$ cat src/rtl/game_pkg.sv
// Shared types and widths for the game flow sequencer and its helpers.
package game_pkg;

    localparam int unsigned STATE_W   = 2;
    localparam int unsigned MAX_LIVES = 3;
    localparam int unsigned LIVES_W   = $clog2(MAX_LIVES + 1);
    localparam int unsigned FRAME_W   = 8;
    localparam int unsigned HITS_W    = 4;

    typedef enum logic [STATE_W-1:0] {
        ST_TITLE = 2'b00,
        ST_PLAY  = 2'b01,
        ST_HURT  = 2'b10,
        ST_OVER  = 2'b11
    } state_e;

    // Increment that sticks at all-ones.
    function automatic logic [HITS_W-1:0] sat_inc(input logic [HITS_W-1:0] v);
        return (v == '1) ? v : v + HITS_W'(1);
    endfunction

endpackage

$ cat src/rtl/frame_countdown.sv
// Loadable frame down-counter that decrements on tick and holds at zero.
module frame_countdown
    import game_pkg::*;
(
    input  logic               clk,
    input  logic               rst_n,
    input  logic               tick,
    input  logic               load,
    input  logic [FRAME_W-1:0] load_val,
    output logic               zero_c
);

    logic [FRAME_W-1:0] count;

    always_ff @(posedge clk or negedge rst_n) begin
        if (!rst_n) begin
            count <= '0;
        end else if (load) begin
            count <= load_val;
        end else if (tick && (count != '0)) begin
            count <= count - FRAME_W'(1);
        end
    end

    assign zero_c = (count == '0);

endmodule

$ cat src/rtl/game_flow_controller.sv
// Frame-rate TITLE/PLAY/HURT/OVER sequencer: lives, update grants, entity
// reset pulses, hurt blink and sword hit tally.
module game_flow_controller
    import game_pkg::*;
#(
    parameter int unsigned START_LIVES = 3,
    parameter int unsigned HURT_FRAMES = 60,
    parameter int unsigned OVER_FRAMES = 120,
    parameter int unsigned BLINK_LOG2  = 3
) (
    input  logic               clk,
    input  logic               rst_n,
    input  logic               frame_end,
    input  logic               start_btn,
    input  logic               player_dragon_collision,
    input  logic               sword_dragon_collision,
    output logic [STATE_W-1:0] game_state,
    output logic [LIVES_W-1:0] lives,
    output logic               update_en,
    output logic               game_reset,
    output logic               player_reset,
    output logic               invuln,
    output logic               player_visible,
    output logic [HITS_W-1:0]  hit_count
);

    state_e                state, state_nx;
    logic                  pd_lat, sw_lat, start_prev;
    logic                  pd_hit_c, sw_hit_c, start_rise_c, cnt_zero_c;
    logic [BLINK_LOG2-1:0] blink_cnt, blink_nx;
    logic [LIVES_W-1:0]    lives_nx;
    logic [HITS_W-1:0]     hit_nx;
    logic                  update_nx, game_reset_nx, player_reset_nx;
    logic                  invuln_nx, visible_nx, cnt_load;
    logic [FRAME_W-1:0]    cnt_val;

    // A collision anywhere in the frame, including on the tick itself, counts.
    assign pd_hit_c     = pd_lat | player_dragon_collision;
    assign sw_hit_c     = sw_lat | sword_dragon_collision;
    assign start_rise_c = start_btn & ~start_prev;

    frame_countdown u_countdown (
        .clk      (clk),
        .rst_n    (rst_n),
        .tick     (frame_end),
        .load     (cnt_load),
        .load_val (cnt_val),
        .zero_c   (cnt_zero_c)
    );

    always_ff @(posedge clk or negedge rst_n) begin
        if (!rst_n) begin
            state <= ST_TITLE;
        end else begin
            state <= state_nx;
        end
    end

    always_comb begin
        state_nx = state;
        if (frame_end) begin
            case (state)
                ST_TITLE: if (start_rise_c) state_nx = ST_PLAY;
                ST_PLAY:  if (pd_hit_c) state_nx = (lives > LIVES_W'(1)) ? ST_HURT : ST_OVER;
                ST_HURT:  if (cnt_zero_c) state_nx = ST_PLAY;
                ST_OVER:  if (cnt_zero_c && start_rise_c) state_nx = ST_TITLE;
                default:  state_nx = ST_TITLE;
            endcase
        end
    end

    always_comb begin
        lives_nx        = lives;
        hit_nx          = hit_count;
        update_nx       = 1'b0;
        game_reset_nx   = 1'b0;
        player_reset_nx = 1'b0;
        invuln_nx       = invuln;
        visible_nx      = player_visible;
        blink_nx        = blink_cnt;
        cnt_load        = 1'b0;
        cnt_val         = '0;
        if (frame_end) begin
            case (state)
                ST_TITLE: begin
                    if (start_rise_c) begin
                        lives_nx      = LIVES_W'(START_LIVES);
                        hit_nx        = '0;
                        game_reset_nx = 1'b1;
                    end
                end
                ST_PLAY: begin
                    update_nx = 1'b1;
                    if (sw_hit_c) hit_nx = sat_inc(hit_count);
                    if (pd_hit_c) begin
                        cnt_load = 1'b1;
                        if (lives > LIVES_W'(1)) begin
                            lives_nx        = lives - LIVES_W'(1);
                            cnt_val         = FRAME_W'(HURT_FRAMES - 1);
                            blink_nx        = '0;
                            player_reset_nx = 1'b1;
                            invuln_nx       = 1'b1;
                        end else begin
                            lives_nx   = '0;
                            cnt_val    = FRAME_W'(OVER_FRAMES - 1);
                            visible_nx = 1'b0;
                        end
                    end
                end
                ST_HURT: begin
                    update_nx = 1'b1;
                    if (sw_hit_c) hit_nx = sat_inc(hit_count);
                    blink_nx = blink_cnt + BLINK_LOG2'(1);
                    if (cnt_zero_c) begin
                        visible_nx = 1'b1;
                        invuln_nx  = 1'b0;
                    end else if (blink_cnt == '1) begin
                        visible_nx = ~player_visible;
                    end
                end
                ST_OVER: begin
                    visible_nx = 1'b0;
                    if (cnt_zero_c && start_rise_c) begin
                        lives_nx   = LIVES_W'(START_LIVES);
                        visible_nx = 1'b1;
                    end
                end
                default: ;
            endcase
        end
    end

    // Sticky collision flags, start edge history and registered outputs.
    always_ff @(posedge clk or negedge rst_n) begin
        if (!rst_n) begin
            pd_lat         <= 1'b0;
            sw_lat         <= 1'b0;
            start_prev     <= 1'b0;
            blink_cnt      <= '0;
            lives          <= LIVES_W'(START_LIVES);
            hit_count      <= '0;
            update_en      <= 1'b0;
            game_reset     <= 1'b0;
            player_reset   <= 1'b0;
            invuln         <= 1'b0;
            player_visible <= 1'b1;
        end else begin
            pd_lat         <= frame_end ? 1'b0 : (pd_lat | player_dragon_collision);
            sw_lat         <= frame_end ? 1'b0 : (sw_lat | sword_dragon_collision);
            start_prev     <= frame_end ? start_btn : start_prev;
            blink_cnt      <= blink_nx;
            lives          <= lives_nx;
            hit_count      <= hit_nx;
            update_en      <= update_nx;
            game_reset     <= game_reset_nx;
            player_reset   <= player_reset_nx;
            invuln         <= invuln_nx;
            player_visible <= visible_nx;
        end
    end

    assign game_state = state;

endmodule

$ cat config.mk
export PLATFORM = sky130hd
export DESIGN_NAME = game_flow_controller
export DESIGN_NICKNAME = d
export VERILOG_FILES = /design/src/rtl/game_pkg.sv /design/src/rtl/frame_countdown.sv /design/src/rtl/game_flow_controller.sv
export SDC_FILE = /design/constraint.sdc
export NUM_CORES = 1
export LEC_CHECK = 0
export ABC_AREA = 1
export CAP_MARGIN = 40
export CORE_MARGIN = 1.5
export CORE_UTILIZATION = 45
export CTS_CLUSTER_SIZE = 40
export DETAILED_ROUTE_END_ITERATION = 10
export PLACE_DENSITY_LB_ADDON = 0.12
export SLEW_MARGIN = 20
export SYNTH_ARGS = -nofsm -noshare
export SYNTH_HDL_FRONTEND = slang
export SYNTH_HIERARCHICAL = 1
export SYNTH_SLANG_ARGS = --single-unit
export TNS_END_PERCENT = 5
$ cat constraint.sdc
create_clock -name clk -period 2.5 [get_ports clk]
set_clock_uncertainty 0.05 [all_clocks]
set_input_delay 0.5 -clock clk [delete_from_list [all_inputs] [get_ports clk]]
set_output_delay 0.5 -clock clk [all_outputs]
set_load 0.01 [all_outputs]
Word-level counts from Yosys, hierarchy flattened
Cells that the tools add are included.
{"block": "totals", "ff_bits": 27, "input_bits": 6, "word_cells": 102}
{"block": "op_classes", "add_sub_neg": 4, "n_lt_le_gt_ge": 1, "eq_ne": 14, "mux": 48, "bitwise_logic": 5, "n_reduce_logical": 17}
{"operator": "2-to-1 mux 7 bit", "n": 4}
{"operator": "AND reduction 5 bit", "n": 5}
{"operator": "2-to-1 mux 1 bit", "n": 23}
{"operator": "2-to-1 mux 2 bit", "n": 8}
{"operator": "2-to-1 mux 8 bit", "n": 2}
{"operator": "!= test 2 bit, second input constant", "n": 7}
{"operator": "2-to-1 mux 4 bit", "n": 3}
{"operator": "zero test 8 bit", "n": 1}
{"operator": "one-hot mux 2 bit (4 select lines)", "n": 1}
{"operator": "one-hot mux 4 bit (2 select lines)", "n": 1}
{"operator": "nonzero test 8 bit", "n": 1}
{"operator": "subtractor 8 x 1 -> 8 bit, second input constant", "n": 1}
{"operator": "2-to-1 mux 3 bit", "n": 2}
{"operator": "one-hot mux 2 bit (3 select lines)", "n": 1}
{"operator": "one-hot mux 3 bit (2 select lines)", "n": 1}
{"operator": "nonzero test 2 bit", "n": 3}
{"operator": "nonzero test 3 bit", "n": 2}
{"operator": "adder 4 x 1 -> 4 bit, second input constant", "n": 1}
{"operator": "== test 2 bit, second input constant", "n": 2}
{"operator": "== test 4 bit, second input constant", "n": 1}
{"operator": "AND reduction 4 bit", "n": 1}
{"operator": "adder 3 x 1 -> 3 bit, second input constant", "n": 1}
{"operator": "== test 3 bit, second input constant", "n": 1}
{"operator": "!= test 3 bit, second input constant", "n": 1}
{"operator": "other kinds (12)", "n": 15}

Longest topological paths before layout
{"block": "logic_depth", "word_depth": 6, "ltp_mapped": 11}

Hierarchy
The synthesis kept the hierarchy.
{"module": "game_flow_controller", "n_inst": 1, "cells_per_inst": 139, "area_each_um2": 1091.0}
{"module": "frame_countdown", "n_inst": 1, "cells_per_inst": 93, "area_each_um2": 596.8}

Least setup slack after synthesis
OpenSTA, ideal clock, no wires.
{"block": "synth_path", "path_kind": "reg-to-reg", "startpoint": "reg state[1] (netlist: game_state[1])", "endpoint": "reg u_countdown.count[3]", "setup_ps": 117, "t_arrival_ps": 2018, "t_required_ps": 2333, "path_slack_ps": 315, "path_stages_with_launch": 10, "synth_period_minus_slack_ps": 2185, "cell_sequence": "dfrtp_1 -> inv_1 -> ha_1 -> inv_1 -> nor3_1 -> inv_1 -> nand2_4 -> clkinv_2 -> nand2_1 -> nand2_1"}
{"block": "synth_via", "elab_chain_cells": 4, "word_cells_on_any_way": 7, "classes_between": "eq/ne (1); mux (5); reduce/logical (1)"}
{"element": "start: declaration", "line_no": "game_flow_controller.sv:27", "rtl": "state_e state, state_nx;"}
{"element": "start signal: assignment", "line_no": "game_flow_controller.sv:55", "rtl": "state <= state_nx;"}
{"element": "== test 2 x 1 -> 1 bit (*)", "line_no": "game_flow_controller.sv:84", "rtl": "case (state)"}
{"element": "2-to-1 mux 1 bit (*)", "line_no": "game_flow_controller.sv:84"}
{"element": "2-to-1 mux 1 bit (*)", "line_no": "game_flow_controller.sv:83", "rtl": "if (frame_end) begin"}
{"element": "via cnt_load", "line_no": "game_flow_controller.sv:34", "rtl": "logic invuln_nx, visible_nx, cnt_load;"}
{"element": "2-to-1 mux 8 bit / nonzero test 2 bit (equally long branches)"}
{"element": "end signal: assignment", "line_no": "frame_countdown.sv:19", "rtl": "count <= load_val;"}
{"element": "end signal: assignment", "line_no": "frame_countdown.sv:21", "rtl": "count <= count - FRAME_W'(1);"}
{"element": "end: declaration", "line_no": "frame_countdown.sv:13", "rtl": "logic [FRAME_W-1:0] count;"}
The timed path passes the listed nets; every way through them passes the cells marked *.
A chain may end at the register's enable or synchronous reset.

Worst setup path after layout
{"block": "layout_path", "startpoint": "reg state[1] (netlist: game_state[1])", "endpoint": "reg u_countdown.count[4]"}
The elaborated chain is that of the path after synthesis.

==> flow_metrics.py <==
metrics = {
    "worst_hold_path": {
        "min_path_type": "reg2reg",
    },
    "setup_path": {
        "crit_path_frequent_cell": "inv_1",
        "path_max_fanout": 8,
        "worst_path_largest_cell_delay_ps": 440,
        "cpMaxStageDelayCell": "dfrtp_1",
        "crit_path_cell_trace": "inv_1, ha_1, inv_1, nor3_1, inv_1, nand2_4, clkinv_2, nand2_1, nand2_1",
        "critPathKind": "reg2reg",
        "critPathLaunchType": "register",
        "endpoint_kind": "register",
        "required_ps": 2630,
        "worstPathArrival_ps": 2180,
        "cpLargestDelayFamily": "simple AND/OR/NAND/NOR gates",
        "critPathBufInv": 4,
    },
    "logic_synthesis": {
        "ys_types": 26,
        "synthesis.nets": 249,
        "ys_warn_count": 6,
        "synth_area_um2": 1690,
        "syn_area_per_cell_um2": 7.28,
        "synth_area_leaders": "dfrtp_1 36%, nand2_1 18%, ha_1 8.2%",
        "ys_seq_elements": 27,
        "syn_inst": 232,
        "synth_top_area_share_pct": 35.6,
        "yosys.area.top_type": "dfrtp_1",
        "synth-seq-area-share_pct": 40.3,
    },
    "floorplan": {
        "start_util_pct": 46.5,
        "dieArea_um2": 4130,
        "die_y_um": 64.2,
        "die_w_um": 64.2,
        "io-pin-count": 19,
        "coreArea_um2": 3630,
        "fp-row-count": 22,
    },
    "routing": {
        "dr_total_vias": 1448,
        "drt-total-wl_um": 3220,
        "viasPerCell": 4.76,
        "drtIter0Drc": 66,
        "ant_nets": 0,
        "wire_per_inst_um": 10.6,
        "drt_pass1_iterations": 4,
        "drcViolationCount": 0,
    },
    "timing": {
        "final-setup-viol-count": 0,
        "finalCriticalPeriod_ps": 2050,
        "slew_violations": 0,
        "timing_hold_violations_final": 0,
        "fin_ws_ps": 446,
        "rsz0062_at_grt": "no",
        "hold_ws_ps": 437,
        "finalCritPeriodShare_pct": 82.1,
        "fmax_mhz": 487,
        "fin_tns_setup_ps": 0,
    },
    "clocking": {
        "cts_tree": "built",
        "cts_resized": 0,
        "clock-sinks": 27,
        "path_clk_slew_ps": 90,
        "cts_buffers": 3,
        "clk_latency_ps": 280,
        "postCtsSetupBuffers": 0,
        "clk_path_buf_depth": 2,
        "hold_buffers": 0,
        "cts_root_buffer": "clkbuf_8",
        "h-tree-depth": 1,
    },
    "place": {
        "dp_slack_ps": 410,
        "dpl.hpwl_um": 2380,
        "place.gp.congestion": 0.826,
        "placed_cell_area_um2": 1940,
        "port_buffers": 18,
    },
    "layout": {
        "antenna_cells": 0,
        "fin_area_um2": 1990,
        "drive_gt1_share_pct": 10.2,
        "nets": 274,
        "area_growth_pct": 17.9,
    },
    "power_and_ir_drop": {
        "power.total_mw": 2.19,
        "power.density_nw_per_um2": 1100,
        "p_leak_nw": 1.02,
        "max-vdd-ir-drop_mv": 0.524,
    },
    "global_route": {
        "grt_antenna_before_repair": 0,
        "grt_use_total_pct": 17.9,
        "grt_pass1_wl_um": 5770,
        "overflow": 0,
        "grt_max_degree": 28,
        "grt_pass1_vias": 1327,
    },
    "flow_run": {
        "drv_cap": 0,
    },
    "run_status": {
        "status": "finished, final reports clean",
    },
}
synthesized netlist by cell type, drive strengths merged:
library cell,instances
nand2,88
buf,1
nand3,23
dfstp,3
o21ai,18
clkinv,1
nor4,1
conb,1
nand4,3
ha,11
a21oi,5
clkbuf,1
xor2,1
xnor2,1
nor2,18
dfrtp,24
nor3,3
inv,29
metrics by stage:
stage,cells,util (%)
4_1_cts,304,54.8
5_1_grt,304,54.8
2_1_floorplan,232,-
3_3_place_gp,300,53.5
3_5_place_dp,300,53.5
6_report,304,54.8
layout by cell type, fill, tap and decap left out, types with 2 or more instances in the layout:
master and n:
nand2_1 82, inv_1 26, dfrtp_1 24, nand3_1 23
clkdlybuf4s50_1 18, nor2_1 15, ha_1 11, o21ai_1 8
o21ai_0 8, a21oi_1 5, nand2_2 4, buf_4 4
nor3_1 3, inv_2 3, nand4_1 3, clkbuf_8 3
dfstp_2 3, nor2_2 2, nand2_4 2, clkinv_2 2
final timing paths:
check | from | to | slack (ps) | cells after the start
min reg2reg | player_visible | player_visible | 440 | 2
max | game_state[1] | u_countdown/count[4] | 450 | 9
max reg2reg | game_state[1] | u_countdown/count[4] | 450 | 9
max in group asynchronous | rst_n | lives[1] | 1560 | 2
min | player_visible | player_visible | 440 | 2
min in group asynchronous | rst_n | hit_count[1] | 530 | 2
where the power goes:
group	switching, mW	internal [mW]
Sequential	0.160	0.605
Combinational	0.692	0.483
Clock	0.141	0.112
Total	0.993	1.20
per-layer routing:
metal / track usage [%] / part of all wire [%] / up-vias
li1: - / - / 778
met1: 23.5 / 51 / 648
met2: 28.8 / 45 / 17
met3: 2.82 / 2.2 / 5
met4: 8.78 / 1.9 / 0
met5: 0 / 0 / -
sequential cells by signal, indices dropped and copies added, names as in the netlist:
name / cells
blink_cnt: 3
game_reset: 1
game_state: 2
hit_count: 4
invuln: 1
lives: 2
pd_lat: 1
player_reset: 1
player_visible: 1
start_prev: 1
sw_lat: 1
u_countdown/count: 8
update_en: 1
logic make-up (layout without fill, tap and decap cells):
logic type,Yosys count,count (layout),synth area share [%]
AO/OA/AOI/OAI,23,23,7.71
XOR/XNOR,2,2,1.04
adder cells (fa/ha/maj),11,11,8.15
buffers and inverters,32,56,7.63
flip-flops,27,27,40.3
other,1,1,0.222
AND/OR/NAND/NOR,136,136,35.0
tightest hold or removal path, cell delays in order (launching register included):
cell and delay, ps:
dfstp_2 390, nand2_1 60, nand2_1 50
layout make-up:
type	instances	area (µm²)
Sequential cell	27	679
Multi-Input combinational cell	173	880
Fill cell	369	1640
Timing Repair Buffer	22	210
Inverter	30	114
Clock buffer	3	41.3
Clock inverter	1	5.00
Tap cell	48	60.1
Power figures use the tool's default switching activity.
